## src/rtl/instruction_fetch_unit.sv

```systemverilog
// Instruction fetch unit: single-outstanding-request fetcher feeding a 2-entry instruction buffer.
// Optional misaligned-redirect trap enabled by defining IFU_MISALIGN_CHECK_EN.
module instruction_fetch_unit #(
  parameter int              XLEN     = 32,
  parameter logic [XLEN-1:0] RESET_PC = 32'h0000_0000
) (
  input  logic            clock,
  input  logic            reset,
  output logic            imem_req_valid,
  output logic [XLEN-1:0] imem_req_addr,
  input  logic            imem_req_ready,
  input  logic            imem_resp_valid,
  input  logic [XLEN-1:0] imem_resp_data,
  input  logic            redirect_valid,
  input  logic [XLEN-1:0] redirect_pc,
  output logic            out_valid,
  input  logic            out_ready,
  output logic [XLEN-1:0] out_instr_bits,
  output logic [XLEN-1:0] out_pc,
  output logic            fetch_fault
);

  localparam logic [XLEN-1:0] PC_STEP = {{(XLEN-3){1'b0}}, 3'b100};

  typedef enum logic [1:0] {
    ST_FETCH = 2'd0,
    ST_WAIT  = 2'd1,
`ifdef IFU_MISALIGN_CHECK_EN
    ST_DRAIN = 2'd2,
    ST_FAULT = 2'd3
`else
    ST_DRAIN = 2'd2
`endif
  } state_t;

  state_t          state_r, state_nxt_s;
  logic [XLEN-1:0] pc_r, pc_nxt_s;
  logic [XLEN-1:0] req_addr_r;
  logic [XLEN-1:0] redirect_tgt_s;
  logic [XLEN-1:0] fifo_data_r [2];
  logic [XLEN-1:0] fifo_addr_r [2];
  logic            rd_ptr_r, wr_ptr_r;
  logic [1:0]      count_r;
  logic            accept_s, push_s, pop_s, outstanding_s;

`ifdef IFU_MISALIGN_CHECK_EN
  logic fault_r, fault_nxt_s, misalign_s;
  assign misalign_s     = redirect_valid && (redirect_pc[1:0] != 2'b00);
  assign redirect_tgt_s = redirect_pc;
  assign fetch_fault    = fault_r;
`else
  logic unused_redirect_low_s;
  assign unused_redirect_low_s = ^redirect_pc[1:0];
  assign redirect_tgt_s        = {redirect_pc[XLEN-1:2], 2'b00};
  assign fetch_fault           = 1'b0;
`endif

  // Request and buffer-head outputs, all derived from registered state.
  always_comb begin
    imem_req_valid = !reset && (state_r == ST_FETCH) && (count_r != 2'd2);
    imem_req_addr  = pc_r;
    out_valid      = (count_r != 2'd0);
    out_instr_bits = fifo_data_r[rd_ptr_r];
    out_pc         = fifo_addr_r[rd_ptr_r];
  end

  assign accept_s = imem_req_valid && imem_req_ready;
  assign pop_s    = out_valid && out_ready && !redirect_valid;

  // Next-state, PC and push decode; a redirect overrides everything else.
  always_comb begin
    state_nxt_s   = state_r;
    pc_nxt_s      = pc_r;
    push_s        = 1'b0;
    outstanding_s = 1'b0;
`ifdef IFU_MISALIGN_CHECK_EN
    fault_nxt_s   = fault_r;
`endif
    case (state_r)
      ST_FETCH: begin
        if (accept_s) begin
          state_nxt_s = ST_WAIT;
          pc_nxt_s    = pc_r + PC_STEP;
        end else begin
          state_nxt_s = ST_FETCH;
        end
      end
      ST_WAIT: begin
        if (imem_resp_valid) begin
          state_nxt_s = ST_FETCH;
          push_s      = 1'b1;
        end else begin
          outstanding_s = 1'b1;
        end
      end
      ST_DRAIN: begin
        if (imem_resp_valid) begin
`ifdef IFU_MISALIGN_CHECK_EN
          state_nxt_s = fault_r ? ST_FAULT : ST_FETCH;
`else
          state_nxt_s = ST_FETCH;
`endif
        end else begin
          outstanding_s = 1'b1;
        end
      end
`ifdef IFU_MISALIGN_CHECK_EN
      ST_FAULT: begin
        state_nxt_s = ST_FAULT;
      end
`endif
      default: begin
        state_nxt_s = ST_FETCH;
      end
    endcase

    // A response already in flight (or accepted this cycle) must be drained.
    if (redirect_valid) begin
      push_s   = 1'b0;
      pc_nxt_s = redirect_tgt_s;
`ifdef IFU_MISALIGN_CHECK_EN
      fault_nxt_s = misalign_s;
`endif
      if (outstanding_s || accept_s) begin
        state_nxt_s = ST_DRAIN;
`ifdef IFU_MISALIGN_CHECK_EN
      end else if (misalign_s) begin
        state_nxt_s = ST_FAULT;
`endif
      end else begin
        state_nxt_s = ST_FETCH;
      end
    end else begin
      pc_nxt_s = pc_nxt_s;
    end
  end

  // Control state, fetch PC and address of the outstanding request.
  always_ff @(posedge clock) begin
    if (reset) begin
      state_r    <= ST_FETCH;
      pc_r       <= RESET_PC;
      req_addr_r <= {XLEN{1'b0}};
`ifdef IFU_MISALIGN_CHECK_EN
      fault_r    <= 1'b0;
`endif
    end else begin
      state_r <= state_nxt_s;
      pc_r    <= pc_nxt_s;
      if (accept_s) begin
        req_addr_r <= pc_r;
      end
`ifdef IFU_MISALIGN_CHECK_EN
      fault_r <= fault_nxt_s;
`endif
    end
  end

  // Two-entry instruction buffer; a redirect flushes it.
  always_ff @(posedge clock) begin
    if (reset) begin
      for (int i = 0; i < 2; i++) begin
        fifo_data_r[i] <= {XLEN{1'b0}};
        fifo_addr_r[i] <= {XLEN{1'b0}};
      end
      rd_ptr_r <= 1'b0;
      wr_ptr_r <= 1'b0;
      count_r  <= 2'd0;
    end else if (redirect_valid) begin
      rd_ptr_r <= 1'b0;
      wr_ptr_r <= 1'b0;
      count_r  <= 2'd0;
    end else begin
      if (push_s) begin
        fifo_data_r[wr_ptr_r] <= imem_resp_data;
        fifo_addr_r[wr_ptr_r] <= req_addr_r;
        wr_ptr_r              <= ~wr_ptr_r;
      end
      if (pop_s) begin
        rd_ptr_r <= ~rd_ptr_r;
      end
      case ({push_s, pop_s})
        2'b10:   count_r <= count_r + 2'd1;
        2'b01:   count_r <= count_r - 2'd1;
        default: count_r <= count_r;
      endcase
    end
  end

endmodule

```

## config.mk

```make
export PLATFORM = sky130hd
export DESIGN_NAME = instruction_fetch_unit
export DESIGN_NICKNAME = d
export VERILOG_FILES = /design/src/rtl/instruction_fetch_unit.sv
export SDC_FILE = /design/constraint.sdc
export NUM_CORES = 1
export LEC_CHECK = 0
export CAP_MARGIN = 0
export CORE_MARGIN = 5
export CORE_UTILIZATION = 50
export CTS_BUF_LIST = sky130_fd_sc_hd__clkbuf_16
export DETAILED_ROUTE_END_ITERATION = 8
export HOLD_SLACK_MARGIN = 0.03
export PLACE_DENSITY = 0.76
export SLEW_MARGIN = 20
export SYNTH_ARGS = -nofsm -noshare
export SYNTH_HDL_FRONTEND = slang
export SYNTH_SLANG_ARGS = --single-unit
```

## constraint.sdc

```tcl
create_clock -name clock -period 14.9 [get_ports clock]
set_input_delay 2.98 -clock clock [delete_from_list [all_inputs] [get_ports clock]]
set_output_delay 2.98 -clock clock [all_outputs]
set_load 0.01 [all_outputs]
```

==> impl_metrics.env <==
export IMPL_cellLeakagePower_nw=3.99
export IMPL_tritoncts="yes"
export IMPL_avgSynthCellArea_um2=11.8
export IMPL_worstPathMaxFanout=68
export IMPL_ir_drop_mv=0.0841
export IMPL_cts_resized=0
export IMPL_synth_distinct_cells=46
export IMPL_die_area_mm2=0.0197
export IMPL_grt_pass1_wl_mm=30.7
export IMPL_rsz0062_at_grt="no"
export IMPL_synthMuxAreaShare_pct=8.35
export IMPL_fillers=1228
export IMPL_status="finished, final reports clean"
export IMPL_multiInputGateArea_mm2=0.00319
export IMPL_crit_chain="buf_2, buf_4, nor2b_1, and2_1, clkdlybuf4s50_1"
export IMPL_slowest_stage="clkdlybuf4s50_1"
export IMPL_synth_compound_area_share_pct=3.88
export IMPL_cts_htree_levels=4
export IMPL_hold_path_class="flop to flop"
export IMPL_ys_top_cells_by_area="edfxtp_1 44%, dfxtp_1 16%, and2_1 9.2%"
export IMPL_drcViolationCount=0
export IMPL_synthArstFlopShare_pct=0
export IMPL_seqCellArea_mm2=0.00507
export IMPL_start_util_pct=51.0
export IMPL_die_h_um=140
export IMPL_final_min_clock_period_ns=7.61
export IMPL_placed_cell_area_mm2=0.0102
export IMPL_synth_seq_cells=191
export IMPL_drt_pass1_iter_count=5
export IMPL_num_vias=5877
export IMPL_yosys_warnings=0
export IMPL_drive_gt1_share_pct=13.5
export IMPL_io_pins=169
export IMPL_clock_latency_ns=0.43
export IMPL_synth_top_family_by_area="simple AND/OR/NAND/NOR gates"
export IMPL_rows=47
export IMPL_yosysTopAreaCellShare_pct=43.9
export IMPL_synth_edf_count=124
export IMPL_via_per_inst=5.37
export IMPL_die_x_um=140
export IMPL_synth_adder_area_share_pct=0.590
export IMPL_antenna_cells=0
export IMPL_finalClockSkew_ns=0.0126
export IMPL_path_class="input pin to output pin"
export IMPL_fin_tns_setup_ns=0
export IMPL_cts_buffers=17
export IMPL_hold_viol=0
export IMPL_worst_slew_pin_slew_ns=0.882
export IMPL_synth_main_ff_cell="edfxtp_1"
export IMPL_netlist_instances=717
export IMPL_syn_area_mm2=0.00848
export IMPL_clk_pin_slew_ns=0.07
export IMPL_final_max_slew_viol_count=0
export IMPL_grt_max_degree=69
export IMPL_post_cts_buffers=0
export IMPL_fmax_mhz=131
export IMPL_power_density_mw_per_mm2=105
export IMPL_critPathCaptureType="output pin"
export IMPL_globalRouteOverflowTotal=0
export IMPL_gp_congestion=0.844
export IMPL_max_slew_margin_rel_pct=41.2
export IMPL_fin_crit_sh_pct=51.1
export IMPL_finalPower_w=0.00114
export IMPL_hold_buffers=0
export IMPL_dpl_hpwl_mm=12.0
export IMPL_max_cap_viol_count=0
export IMPL_grt_usage_pct=19.5
export IMPL_cp_slowest_stage_delay_ns=0.55
export IMPL_post_drt_wl_per_cell_um=17.4
export IMPL_synth_xor_area_share_pct=2.58
export IMPL_grt_pass1_vias=5959
export IMPL_core_mm2=0.0166
export IMPL_final_area_mm2=0.0108
export IMPL_synth_seq_area_share_pct=59.7
export IMPL_finalSetupViolations=0
export IMPL_fin_hold_ws_ns=0.461
export IMPL_synth_largest_area_cell="edfxtp_1"
export IMPL_cp_start_kind="input pin"
export IMPL_antenna_found_initial=0
export IMPL_drt_total_wl_mm=19.1
export IMPL_clockBufferDepth=2
export IMPL_syn2layout_area_growth_pct=27.4
export IMPL_cts_root_buf="clkbuf_16"
export IMPL_first_iter_violations=354
export IMPL_cp_arrival_ns=4.63
export IMPL_cts_sinks=191
export IMPL_synth_simple_gate_area_share_pct=21.8
export IMPL_io_buffers=161
export IMPL_nets=936
export IMPL_worstPathRequired_ns=11.92
export IMPL_ant_nets=0
==> flip-flops by register name, indices dropped and copies added (netlist names), named ones only <==
register,count
fifo_data_r,64
count_r,2
req_addr_r,30
state_r,2
fifo_addr_r,60
wr_ptr_r,1
rd_ptr_r,1
imem_req_addr,30
==> layout make-up <==
class / count / share of cell area, %
Clock buffer: 17 / 3.94
Timing Repair Buffer: 170 / 15.5
Inverter: 7 / 0.243
Tap cell: 220 / 2.55
Sequential cell: 191 / 46.9
Clock inverter: 15 / 1.34
Multi-Input combinational cell: 475 / 29.6
==> cells by family after synthesis <==
group	count (synthesis)
AOI/OAI and AO/OA	49
adders and majority gates	4
DFF	191
and+or+nand+nor	329
buffers and inverters	55
muxes	63
xor gates and xnor gates	25
other	1
==> metal layers <==
| layer | GRT usage, % | routed length [µm] | vias up |
|---|---|---|---|
| li1 | - | - | 2805 |
| met1 | 26.0 | 8280 | 2819 |
| met2 | 31.2 | 9130 | 234 |
| met3 | 5.28 | 1470 | 19 |
| met4 | 6.02 | 190 | 0 |
| met5 | 0 | 0 | - |
==> synthesized netlist by cell type (3+ instances only) <==
cell type,count
buf_4,5
xor2_1,7
nor3_1,11
inv_1,6
ha_1,4
a311oi_1,6
clkbuf_1,38
dfxtp_1,67
xnor2_1,18
nand2_1,72
edfxtp_1,124
or3_1,5
or2_2,3
and2_1,125
nand3_1,11
mux2_2,62
nand3b_1,29
o21ai_0,12
nor2_1,34
a21oi_1,8
nor4_1,8
a211oi_1,18
and3_1,6
nand4_1,9
==> worst paths after layout <==
kind         slack [ns]                         endpoint                        start  cells past startpoint
min                0.46      req_addr_r[21]$_SDFFE_PP0P_  req_addr_r[21]$_SDFFE_PP0P_                      2
max reg2reg       12.09  fifo_data_r[1][0]$_SDFFCE_PN0P_      state_r[1]$_SDFFE_PP0P_                      7
min reg2reg        0.46      req_addr_r[21]$_SDFFE_PP0P_  req_addr_r[21]$_SDFFE_PP0P_                      2
max                7.29                   imem_req_valid                        reset                      5
==> through the flow <==
stage               std cells  setup WS, ns  utilization (%)
floorplan                 721          8.11                -
global placement         1063          7.31             61.5
detailed placement       1063          7.32             61.5
CTS                      1095          7.30             64.9
global route             1095          7.16             64.9
finish                   1095          7.29             64.9
==> placed cells by master, fill, tap and decap left out, types with 7 or more instances in the layout <==
cell,count
mux2_2,62
nor2_1,34
nand4_1,9
a21oi_1,8
inv_6,7
nand2_1,72
dfxtp_1,66
edfxtp_1,124
nand3_1,11
nor3_1,10
xor2_1,7
a211oi_1,18
clkbuf_16,17
buf_4,9
clkdlybuf4s50_1,160
xnor2_1,18
and2_1,125
nand3b_1,29
o21ai_0,12
nor4_1,8
==> worst max-delay path, delay by kind of cell <==
family        cells  cell delay [ns]
buf+inv           3             0.95
simple gates      2             0.69
==> power by group <==
part	switching [W]	internal, W	total [W]	leakage (nW)
Sequential	0.0000167	0.000584	0.000601	1.84
Combinational	0.0000446	0.0000518	0.0000964	1.86
Clock	0.000203	0.000236	0.000439	0.288
Total	0.000264	0.000872	0.00114	3.99
No activity file was read; power rests on OpenSTA's default activity.
